`src/rtl/tx_spdif_framer.sv`:
```
// S/PDIF subframe assembler: packs big-endian PCM bytes into IEC 60958
// subframes for NUM_LANES stereo lanes, with parity, C-bit block and preambles.
module tx_spdif_framer #(
  parameter int NUM_LANES  = 1,
  parameter int STOP_DELAY = 4
) (
  input  logic                         byte_clk_i,
  input  logic                         reset_i,
  input  logic [1:0]                   bit_depth_i,
  input  logic [2:0]                   sample_rate_i,
  input  logic [7:0]                   byte_i,
  input  logic                         byte_valid_i,
  output logic                         byte_ready_o,
  output logic [31:0]                  sf_data_o,
  output logic [1:0]                   sf_preamble_o,
  output logic [$clog2(NUM_LANES):0]   sf_lane_o,
  output logic                         sf_valid_o,
  input  logic                         sf_ready_i,
  output logic                         streaming_o,
  output logic                         underrun_o
);

  localparam int CW = $clog2(NUM_LANES) + 1;
  localparam logic [CW-1:0] CH_LAST = CW'(2 * NUM_LANES - 1);
  localparam logic [3:0] DELAY = 4'(STOP_DELAY);

  typedef enum logic [1:0] {IDLE, FILL, EMIT, STOP} state_e;

  state_e         state_q, state_d;
  logic [1:0]     depth_q, depth_d;
  logic [2:0]     rate_q, rate_d;
  logic [1:0]     byte_idx_q, byte_idx_d;
  logic [CW-1:0]  ch_idx_q, ch_idx_d;
  logic [7:0]     frame_idx_q, frame_idx_d;
  logic [23:0]    audio_q, audio_d;
  logic [31:0]    sf_data_q, sf_data_d;
  logic [1:0]     pre_q, pre_d;
  logic [CW-1:0]  lane_q, lane_d;
  logic           stream_q, stream_d;
  logic           underrun_q, underrun_d;
  logic [3:0]     starve_q, starve_d;
  logic [3:0]     stop_cnt_q, stop_cnt_d;

  logic [23:0]    audio_nxt;
  logic [1:0]     last_idx;
  logic           cbit;
  logic           mid_frame;

  // fs[0] is block bit 24, fs[3] is block bit 27
  function automatic logic cs_bit(input logic [7:0] n,
                                  input logic [1:0] depth,
                                  input logic [2:0] rate);
    logic [3:0] fs;
    logic       res;
    case (rate)
      3'd0:    fs = 4'b0000;
      3'd1:    fs = 4'b0010;
      3'd2:    fs = 4'b1000;
      3'd3:    fs = 4'b1010;
      3'd4:    fs = 4'b1100;
      3'd5:    fs = 4'b1110;
      default: fs = 4'b0001;
    endcase
    case (n)
      8'd2:                      res = 1'b1;
      8'd24, 8'd25, 8'd26, 8'd27: res = fs[n[1:0]];
      8'd32:                     res = (depth != 2'd0);
      8'd33:                     res = 1'b1;
      8'd35:                     res = (depth != 2'd0);
      default:                   res = 1'b0;
    endcase
    return res;
  endfunction

  always_comb begin
    audio_nxt = audio_q;
    case (byte_idx_q)
      2'd0:    audio_nxt = {byte_i, 16'h0000};
      2'd1:    audio_nxt[15:8] = byte_i;
      2'd2:    audio_nxt[7:0] = byte_i;
      default: audio_nxt = audio_q;
    endcase
  end

  assign last_idx  = (depth_q == 2'd0) ? 2'd1 :
                     (depth_q == 2'd1) ? 2'd2 : 2'd3;
  assign cbit      = cs_bit(frame_idx_q, depth_q, rate_q);
  assign mid_frame = (byte_idx_q != 2'd0) || (ch_idx_q != '0);

  always_comb begin
    state_d     = state_q;
    depth_d     = depth_q;
    rate_d      = rate_q;
    byte_idx_d  = byte_idx_q;
    ch_idx_d    = ch_idx_q;
    frame_idx_d = frame_idx_q;
    audio_d     = audio_q;
    sf_data_d   = sf_data_q;
    pre_d       = pre_q;
    lane_d      = lane_q;
    stream_d    = stream_q;
    underrun_d  = 1'b0;
    starve_d    = starve_q;
    stop_cnt_d  = stop_cnt_q;
    unique case (state_q)
      IDLE: begin
        starve_d = 4'd0;
        if (byte_valid_i && bit_depth_i != 2'd3) begin
          depth_d    = bit_depth_i;
          rate_d     = sample_rate_i;
          stream_d   = 1'b1;
          byte_idx_d = 2'd0;
          state_d    = FILL;
        end
      end
      FILL: begin
        if (byte_valid_i) begin
          starve_d = 4'd0;
          audio_d  = audio_nxt;
          if (byte_idx_q == last_idx) begin
            byte_idx_d = 2'd0;
            state_d    = EMIT;
            sf_data_d  = {^{cbit, audio_nxt}, cbit, 2'b00,
                          audio_nxt, 4'h0};
            pre_d      = ch_idx_q[0] ? 2'd2 :
                         (frame_idx_q == 8'd0) ? 2'd0 : 2'd1;
            lane_d     = ch_idx_q >> 1;
          end else begin
            byte_idx_d = byte_idx_q + 2'd1;
          end
        end else if (mid_frame) begin
          starve_d = starve_q + 4'd1;
          // Partial frame is dropped so the next start is frame-aligned
          if (starve_q + 4'd1 == DELAY) begin
            state_d     = IDLE;
            underrun_d  = 1'b1;
            stream_d    = 1'b0;
            byte_idx_d  = 2'd0;
            ch_idx_d    = '0;
            frame_idx_d = 8'd0;
            starve_d    = 4'd0;
          end
        end
      end
      EMIT: begin
        if (sf_ready_i) begin
          if (ch_idx_q == CH_LAST) begin
            ch_idx_d    = '0;
            frame_idx_d = (frame_idx_q == 8'd191) ? 8'd0 :
                          frame_idx_q + 8'd1;
            if (!byte_valid_i) begin
              state_d    = STOP;
              stop_cnt_d = DELAY;
            end else begin
              state_d = FILL;
            end
          end else begin
            ch_idx_d = ch_idx_q + CW'(1);
            state_d  = FILL;
          end
        end
      end
      STOP: begin
        if (byte_valid_i) begin
          state_d = FILL;
        end else if (stop_cnt_q <= 4'd1) begin
          state_d     = IDLE;
          stream_d    = 1'b0;
          frame_idx_d = 8'd0;
          stop_cnt_d  = 4'd0;
        end else begin
          stop_cnt_d = stop_cnt_q - 4'd1;
        end
      end
    endcase
  end

  always_ff @(posedge byte_clk_i or posedge reset_i) begin
    if (reset_i) begin
      state_q     <= IDLE;
      depth_q     <= 2'd0;
      rate_q      <= 3'd0;
      byte_idx_q  <= 2'd0;
      ch_idx_q    <= '0;
      frame_idx_q <= 8'd0;
      audio_q     <= 24'd0;
      sf_data_q   <= 32'd0;
      pre_q       <= 2'd0;
      lane_q      <= '0;
      stream_q    <= 1'b0;
      underrun_q  <= 1'b0;
      starve_q    <= 4'd0;
      stop_cnt_q  <= 4'd0;
    end else begin
      state_q     <= state_d;
      depth_q     <= depth_d;
      rate_q      <= rate_d;
      byte_idx_q  <= byte_idx_d;
      ch_idx_q    <= ch_idx_d;
      frame_idx_q <= frame_idx_d;
      audio_q     <= audio_d;
      sf_data_q   <= sf_data_d;
      pre_q       <= pre_d;
      lane_q      <= lane_d;
      stream_q    <= stream_d;
      underrun_q  <= underrun_d;
      starve_q    <= starve_d;
      stop_cnt_q  <= stop_cnt_d;
    end
  end

  assign byte_ready_o  = (state_q == FILL);
  assign sf_valid_o    = (state_q == EMIT);
  assign sf_data_o     = sf_data_q;
  assign sf_preamble_o = pre_q;
  assign sf_lane_o     = lane_q;
  assign streaming_o   = stream_q;
  assign underrun_o    = underrun_q;

endmodule

```
`config.mk`:
```
export PLATFORM = sky130hd
export DESIGN_NAME = tx_spdif_framer
export DESIGN_NICKNAME = d
export VERILOG_FILES = /design/src/rtl/tx_spdif_framer.sv
export SDC_FILE = /design/constraint.sdc
export NUM_CORES = 1
export LEC_CHECK = 0
export ABC_AREA = 0
export BUFFER_PORTS_ARGS = -buffer_cell sky130_fd_sc_hd__buf_4
export CAP_MARGIN = 20
export CORE_UTILIZATION = 55
export CTS_CLUSTER_SIZE = 25
export DETAILED_ROUTE_END_ITERATION = 8
export PLACE_DENSITY_LB_ADDON = 0.2
export SETUP_SLACK_MARGIN = 0.05
export SLEW_MARGIN = 20
export SYNTH_ARGS = -nofsm -noshare
export SYNTH_HDL_FRONTEND = slang
export SYNTH_SLANG_ARGS = --single-unit
```
`constraint.sdc`:
```
create_clock -name byte_clk_i -period 3.1 [get_ports byte_clk_i]
set_input_delay 0.155 -clock byte_clk_i [delete_from_list [all_inputs] [get_ports byte_clk_i]]
set_output_delay 0.155 -clock byte_clk_i [all_outputs]
set_load 0.01 [all_outputs]
```
==> results of run 1 <==
[through the flow]
step	hold WS [ns]	std cells	total power [W]	util
3_3_place_gp	0.393	600	0.00393	0.626
4_1_cts	0.0128	618	0.00497	0.662
2_1_floorplan	0.306	475	0.00335	-
5_1_grt	0.00911	618	0.00533	0.662
3_5_place_dp	0.202	601	0.00402	0.629
6_report	0.0218	618	0.00495	0.662
[cell usage after synthesis (7+ instances only)]
library cell  number
dfrtp_1           80
nand2_1           53
o21ai_0           50
clkbuf_1          23
inv_1             20
xnor2_1           20
a21oi_1           19
a22o_1            17
nor2_1            17
ha_1              15
mux2_2            15
mux2i_1           12
nand3_1           11
and3_1            10
nand2b_1          10
nor3b_1           10
xor2_1            10
buf_4              8
nor3_1             7
o31ai_1            7
[layout by cell type, fill, tap and decap left out, drive strengths merged, types with 3 or more instances in the layout]
cell    netlist  layout
o21ai        52      52
o31ai         7       7
nand2b       10      10
xor2         10      10
a31oi         4       4
nand3b        3       3
nand2        53      53
nor2         17      17
dfrtp        80      80
a21oi        19      19
mux2i        12      12
a211oi        3       3
nand3        11      11
mux2         15      15
o31a          3       3
xnor2        21      21
clkinv        0       3
and3         10      10
o41ai         4       4
or3           6       6
ha           15      15
buf          10      57
nor3          7       7
a22oi         3       3
bufinv        0       3
inv          20      20
a22o         17      17
clkbuf       23      10
conb          1       7
nor3b        10      10
a21o          4       4
nor2b         4       4
[state kept, by name (all words and copies together) (netlist names), 3 cells and up]
register,flops
stop_cnt_q,4
frame_idx_q,8
starve_q,4
sf_data_o,26
audio_q,24
rate_q,3
[what timing repair did]
| action | in CTS | in global routing |
|---|---|---|
| hold endpoints to repair | 27 | 0 |
| hold buffers | 1 | 0 |
| resized for setup | 0 | 0 |
[cell families (layout without fill, tap and decap cells)]
family	count (synthesis)	after routing	synth area share
adder cells (fa/ha/maj)	15	15	0.0419
AND/OR/NAND/NOR	137	137	0.153
buffers and inverters	53	94	0.0528
other	1	7	0.000837
multiplexers	27	27	0.0645
XOR/XNOR	31	31	0.0623
flip-flops	80	80	0.447
AO/OA/AOI/OAI	125	125	0.178
[layer usage]
layer	vias up	part of all wire
met1	1662	0.45
met2	94	0.48
met5	-	0
met3	19	0.043
met4	0	0.023
li1	1725	-
[layout make-up]
type | count | area (um^2) | area share
timing repair buffer | 58 | 450 | 0.0872
multi-input combinational | 342 | 2260 | 0.438
sequential | 80 | 2000 | 0.388
tap | 102 | 128 | 0.0247
clock inverter | 6 | 116 | 0.0225
inverter | 20 | 76.3 | 0.0148
clock buffer | 10 | 128 | 0.0247
[power by group]
group	switching, W	internal (W)
registers	0.000308	0.00141
clock network	0.000402	0.000541
logic	0.00119	0.00110
[critical path, stage by stage (launching register included)]
cell	delay (ns)
dfrtp_1	0.43
inv_1	0.10
ha_1	0.24
buf_4	0.20
inv_1	0.26
nand3_1	0.14
a211oi_2	0.33
nor3_1	0.10
or3_1	0.39
and4_4	0.18
o31a_1	0.23
[worst max-delay path by stage]
stage,from,endpoint,cells past startpoint
floorplan,byte_idx_q[0],sf_data_o[31],9
global placement,byte_idx_q[0],sf_data_o[31],10
detailed placement,byte_idx_q[0],sf_data_o[31],8
CTS,byte_idx_q[0],sf_data_o[31],8
global route,byte_idx_q[0],sf_data_o[31],8
finish,byte_idx_q[0],sf_data_o[31],10
==> metrics.txt, run 1 <==
run status=completed; CP Data Arrival Time=2.96 ns; Via-to-Cell Ratio=5.66; CP Launch Type=register; post-layout min period=2.71 ns; Num CTS Buffers=9; cell area after layout=0.00516 mm^2; Placement Rows=32; RSZ-0062 raised after global routing=no; largest net degree at the start of global routing=36; TritonRoute pass-1 iters=4; Die Span Y=92.3 um; Area Overhead vs Synth=15.3%; top post-synthesis cells by area=dfrtp_1, o21ai_0, nand2_1, ha_1, xnor2_1; Layout Nets=543; reg2reg end=sf_data_o[31]; number of port buffers=48; Final Hold Viols=0; hold wc startpoint=sample_rate_i[1]; GRT met1 Usage=0.327; relative slew slack=0.498; count of final setup violators=0; vias in the first global route=3419; gr usage total=0.251; GPL Wtd Cong=about 0.83; Die W=92.3 um; Ys Warns=0; Max H-tree Level=3; drt initial violations=150; CP required=3.35 ns; hold endpoint=rate_q[1]; post-route ant nets=0; Yosys cell types=48; post-synth top area cell=dfrtp_1; via count=3500; global-route wire length before repair=16700 um; share of cells above drive strength 1=0.182; top_reg_cell synth=dfrtp_1; GRT busiest layer=met2; CTS Sinks=80; worst slew pin tran=~0.75 ns; crit path max fanout=14; setup_tns=0 ns; dpl cell area=around 0.0049 mm^2; R2R depth=10; Final HPWL DP=about 7000 um; clock tree root driver cell=clkbuf_8; clk buf depth=2; ANT cells=0; Worst VDD drop=around 0.45 mV; TritonCTS clock tree=done; Post-Route WL=between 9000 and 10000 um; Post-synth ARST share=1.00; HP Class=in -> reg; fin crit share=0.875; Avg Cell Area, Syn=9.55 um^2; # DRC=0; Leakage=2.43 nW; full die area=about 0.0085 mm^2; Initial Utilization=0.574; Core Region=0.00781 mm^2; minimum setup slack among reg-to-reg paths=slightly below 0.4 ns; GR met3 Demand/Resource=0.0556; Max Slew Vio Count=0; Peak Freq=369 MHz; pwr dens=959 mW/mm^2; sequential area share after synthesis=0.447; met2 Use GR=0.407; final setup margin=around 0.39 ns; RR Startpoint=byte_idx_q[0]; worst clock skew=0.0105 ns; initial antenna violation count=0; pre-CTS setup slack=0.426 ns; gate count of the mapped netlist=469; clock transition at the registers of the reported paths=~0.080 ns; synthesis-stage register bit count=80; Remaining Overflow, GRT=0; Synth top area share=0.447; drt wl/cell=15.7 um; Post-synth EDFFs=0; max-cap violations=0; Crit. End Element=register; post-CTS setup buffers=0; fillers=roughly 650; clk_lat worst skew=0.37 ns; WHS Path Cells=2; # IOs=56; Syn Std Cell Area=0.00448 mm^2; Crit Path Category=reg -> reg
(Power assumes the default switching activity.)
==> run 2, diff against run 1 <==
--- a/config.mk
+++ b/config.mk
@@ -12,6 +12,7 @@
 export CTS_CLUSTER_SIZE = 25
 export DETAILED_ROUTE_END_ITERATION = 8
 export PLACE_DENSITY_LB_ADDON = 0.2
+export REMOVE_ABC_BUFFERS = 1
 export SETUP_SLACK_MARGIN = 0.05
 export SLEW_MARGIN = 20
 export SYNTH_ARGS = -nofsm -noshare
==> run 2 against run 1 <==
Effect of this change: the flow now finishes with violations (negative hold slack); routed wire length about the same; global-route usage decreased by 0.50 points; cell area decreased by 0.75%; non-clock buffer count decreased by 2.
==> metrics.txt, run 2 (synthesis gave the netlist of run 1 again) <==
minimum setup slack among reg-to-reg paths=0.40 ns; largest net degree at the start of global routing=56; count of final setup violators=0; crit path max fanout=13; max-cap violations=0; R2R depth=9; Layout Nets=541; Cell Int Power=0.00306 W; Crit. End Element=register; post-route ant nets=0; initial antenna violation count=0; worst hold slack=-0.0179 ns; Remaining Overflow, GRT=0; Max H-tree Level=3; ANT cells=0; Placement Rows=32; WL met3=about 400 um; clock tree root driver cell=clkbuf_8; RR Startpoint=byte_idx_q[0]; violated checks=negative hold slack; run status=finished with violations; Switching Power=about 0.0019 W; Seq pwr share=0.346; Crit Path Category=reg -> reg; HP Class=in -> async; Peak Freq=371 MHz; most common cell after layout, fill and taps aside=dfrtp_1; drt initial violations=around 150; Met2 Wirelength=roughly 4700 um; Final HPWL DP=around 6900 um; worst clock skew=0.0102 ns; gr usage total=0.246; logic gate share of total power=0.468; worst path bufs/invs=2; dpl cell area=0.00489 mm^2; Worst VDD drop=0.511 mV; clk buf depth=2; dpl cells=600; Max Slew Vio Count=0; CTS Sinks=80; CP most frequent cell=inv_1; Post-Route WL=9670 um; Via-to-Cell Ratio=5.81; pwr dens=around 970 mW/mm^2; drt wl/cell=15.7 um; TritonRoute pass-1 iters=4; Num CTS Buffers=9; post-layout min period=2.70 ns; sw frac=0.382; share of cells above drive strength 1=0.177; met1 wire length=4410 um; RSZ-0062 raised after global routing=no; TritonCTS clock tree=done; setup_tns=0 ns; non-filler cells, final=just over 600; clock share of power=0.185; cell area after layout=0.00513 mm^2; Final Hold Viols=16; GPL Wtd Cong=a little under 0.9; CP required=approximately 3.3 ns; Die Span Y=92.3 um; clock transition at the registers of the reported paths=0.08 ns; fin crit share=0.870; Hold-fix buffers, CTS=0; CP Data Arrival Time=2.93 ns; Max stage delay cell, worst path=dfrtp_1; CTS-repair resized insts=0; CP delay by family, top=simple AND/OR/NAND/NOR gates; full die area=0.00851 mm^2; max incr delay on CP=0.42 ns; clk_lat worst skew=between 0.3 and 0.4 ns; via count=3576; Area Overhead vs Synth=14.4%; global-route wire length before repair=16500 um; relative slew slack=0.377; max reg flops=26; Leakage=2.41 nW; reg2reg end=sf_data_o[31]; # DRC=0; CP Launch Type=register; # IOs=56; number of port buffers=48; vias in the first global route=3559; Die W=92.3 um; Top Layer Used=met4; commonest cells after routing, fill and taps aside=dfrtp_1, buf_4, nand2_1; post-CTS setup buffers=0; crit path cell chain=inv_1, ha_1, inv_1, nand3_1, a211oi_2, nor3_1, or3_1, and4_4, o31a_1; Core Region=0.00781 mm^2; Initial Utilization=0.574; post-layout util=0.657; worst slew pin tran=0.933 ns
[run 2: changes by cell type in the layout (fill, tap and decap cells not counted), sizes merged]
cell	previous run	this run
buf	57	56
dlygate4sd3	1	0
clkbuf	10	12
inv	20	19
clkinv	3	1
[run 2: worst max path at each step]
stage                   from  cells past startpoint       endpoint  slack, ns
2_1_floorplan  byte_idx_q[0]                      9  sf_data_o[31]       0.26
3_3_place_gp   byte_idx_q[0]                      9  sf_data_o[31]       0.63
3_5_place_dp   byte_idx_q[0]                      9  sf_data_o[31]       0.46
4_1_cts        byte_idx_q[0]                      9  sf_data_o[31]       0.45
5_1_grt        byte_idx_q[0]                      9  sf_data_o[31]       0.25
6_report       byte_idx_q[0]                      9  sf_data_o[31]       0.40
[run 2: area by class of cell]
class / instances / area [um^2]
fillers: 642 / 2680
multi-input cells: 342 / 2260
clock buffers: 12 / 145
inverters: 20 / 76.3
well taps: 102 / 128
repair buffers: 56 / 420
clock inverters: 3 / 90.1
flip-flops and latches: 80 / 2000
[run 2: stage by stage]
stage,total power (W),setup WS (ns)
after floorplan,0.00331,0.258
after global placement,0.00395,0.630
after detailed placement,0.00403,0.457
after CTS,0.00498,0.448
after global routing,0.00531,0.251
final,0.00495,0.404
[run 2: power groups by stage]
stage               clock network (W)  registers, W  logic, W
floorplan                           0       0.00174   0.00157
CTS                          0.000941       0.00172   0.00232
finish                       0.000918       0.00172   0.00232
global route                 0.000973       0.00178   0.00256
global placement                    0       0.00171   0.00223
detailed placement                  0       0.00174   0.00230
[run 2: routing by layer]
layer,GRT usage,up-vias
li1,-,1719
met1,0.322,1735
met2,0.407,106
met3,0.0489,16
met4,0.0833,0
met5,0,-
==> run 3, diff against run 2 <==
--- a/config.mk
+++ b/config.mk
@@ -8,7 +8,7 @@
 export ABC_AREA = 0
 export BUFFER_PORTS_ARGS = -buffer_cell sky130_fd_sc_hd__buf_4
 export CAP_MARGIN = 20
-export CORE_UTILIZATION = 55
+export CORE_UTILIZATION = 40
 export CTS_CLUSTER_SIZE = 25
 export DETAILED_ROUTE_END_ITERATION = 8
 export PLACE_DENSITY_LB_ADDON = 0.2
==> run 3 against run 2 <==
Effect of this change: the flow now finishes without violations; die area rose by 37%; cell count increased by 6.3%; sequential share of layout area shrank 0.31 points; cell area increased by 0.81%; clock skew barely moved; largest cell class unchanged.
==> metrics.txt, run 3 (synthesis gave the netlist of run 1 again) <==
CTS-repair resized insts=0; global-route wire length before repair=around 16000 um; Max stage delay cell, worst path=dfrtp_1; Max Slew Vio Count=0; reg2reg end=sf_data_o[31]; Leakage=2.40 nW; worst clock skew=0.0101 ns; R2R depth=9; worst hold slack=around 0.033 ns; CP delay by family, top=simple AND/OR/NAND/NOR gates; GPL Wtd Cong=roughly 0.82; crit path cell chain=inv_1, ha_1, inv_1, nand3_1, a211oi_2, nor3_1, or3_1, and4_4, o31a_1; # IOs=56; max-cap violations=0; TritonCTS clock tree=done; Peak Freq=387 MHz; clock tree root driver cell=clkbuf_8; commonest cells after routing, fill and taps aside=dfrtp_1, buf_4, nand2_1; RR Startpoint=byte_idx_q[0]; # DRC=0; WHS Path Cells=2; crit path max fanout=13; worst path bufs/invs=2; Area Overhead vs Synth=15.3%; run status=completed; number of port buffers=48; clock transition at the registers of the reported paths=approximately 0.080 ns; HP Class=in -> reg; Via-to-Cell Ratio=approximately 5.3; Final HPWL DP=roughly 7000 um; CP most frequent cell=inv_1; drt wl/cell=about 15 um; post-route ant nets=0; relative slew slack=0.463; Max H-tree Level=3; CP Depth=9; clk buf depth=2; hold endpoint=rate_q[0]; cell area after layout=0.00517 mm^2; max incr delay on CP=0.43 ns; largest net degree at the start of global routing=56; RSZ-0062 raised after global routing=no; fin crit share=0.834; post-CTS setup buffers=0; minimum setup slack among reg-to-reg paths=a little over 0.5 ns; post-layout min period=2.59 ns; CP Data Arrival Time=2.84 ns; initial antenna violation count=0; Final Hold Viols=0; Die Span Y=108 um; Core Region=0.0109 mm^2; Worst VDD drop=0.463 mV; Initial Utilization=0.412; Crit. End Element=register; drt initial violations=130; pwr dens=933 mW/mm^2; ANT cells=0; share of cells above drive strength 1=0.177; CP required=3.35 ns; dpl cells=between 600 and 700; most common cell after layout, fill and taps aside=dfrtp_1; Layout Nets=543; post-layout util=0.475; count of final setup violators=0; setup_tns=0 ns; non-filler cells, final=654; hold wc startpoint=sample_rate_i[0]; worst slew pin tran=0.805 ns; Post-Route WL=9720 um; vias in the first global route=3312; Die W=108 um; Num CTS Buffers=9; full die area=0.0116 mm^2; dpl cell area=a little under 0.005 mm^2; CTS Sinks=80; max reg flops=26; via count=around 3400; Crit Path Category=reg -> reg; CP Launch Type=register; Remaining Overflow, GRT=0; clk_lat worst skew=0.36 ns; Placement Rows=38; TritonRoute pass-1 iters=4; gr usage total=0.181
[run 3: cell types whose count changed in the layout (fill, tap and decap cells not counted), sizes merged]
cell	previous run	this run
clkbuf	12	11
clkinvlp	0	1
bufinv	3	2
dlygate4sd3	0	2
[run 3: area by class of cell]
class | instances | area [um^2]
flip-flops and latches | 80 | 2000
fillers | 1053 | 5720
repair buffers | 58 | 440
inverters | 20 | 76.3
well taps | 140 | 175
clock inverters | 3 | 67.6
clock buffers | 11 | 141
multi-input cells | 342 | 2260
[run 3: report_power, final]
group	internal (W)	total, W	leakage [nW]	switching [W]
Sequential	0.00141	0.00171	1.06	0.000302
Clock	0.000467	0.000831	0.101	0.000364
Combinational	0.00110	0.00228	1.24	0.00118
[run 3: how the worst max path moves through the flow]
| stage | from | to | slack, ns |
|---|---|---|---|
| 2_1_floorplan | byte_idx_q[0] | sf_data_o[31] | 0.26 |
| 3_3_place_gp | byte_idx_q[0] | sf_data_o[31] | 0.65 |
| 3_5_place_dp | byte_idx_q[0] | sf_data_o[31] | 0.54 |
| 4_1_cts | byte_idx_q[0] | sf_data_o[31] | 0.53 |
| 5_1_grt | byte_idx_q[0] | sf_data_o[31] | 0.31 |
| 6_report | byte_idx_q[0] | sf_data_o[31] | 0.51 |
[run 3: routing by layer]
layer,global-route usage,wire length [um],vias to the layer above
met4,0.0528,100,0
met3,0.0496,350,8
met5,0,0,-
li1,-,-,1712
met2,0.292,4630,55
met1,0.237,4650,1665
[run 3: worst reg2reg max path, cell delays in order (launching register included)]
cell,delay [ns]
dfrtp_1,0.43
inv_1,0.10
ha_1,0.32
inv_1,0.29
nand3_1,0.13
a211oi_2,0.31
nor3_1,0.10
or3_1,0.39
and4_4,0.18
o31a_1,0.23
[run 3: what timing repair did]
action | in CTS | in global routing
setup endpoints to repair | 0 | 0
hold buffers | 2 | 0
hold endpoints to repair | 45 | 0
[run 3: metrics by stage]
stage / worst slack [ns] / total power (W)
3_5_place_dp: 0.537 / 0.00402
3_3_place_gp: 0.654 / 0.00397
5_1_grt: 0.306 / 0.00521
6_report: 0.513 / 0.00482
2_1_floorplan: 0.258 / 0.00331
4_1_cts: 0.525 / 0.00488
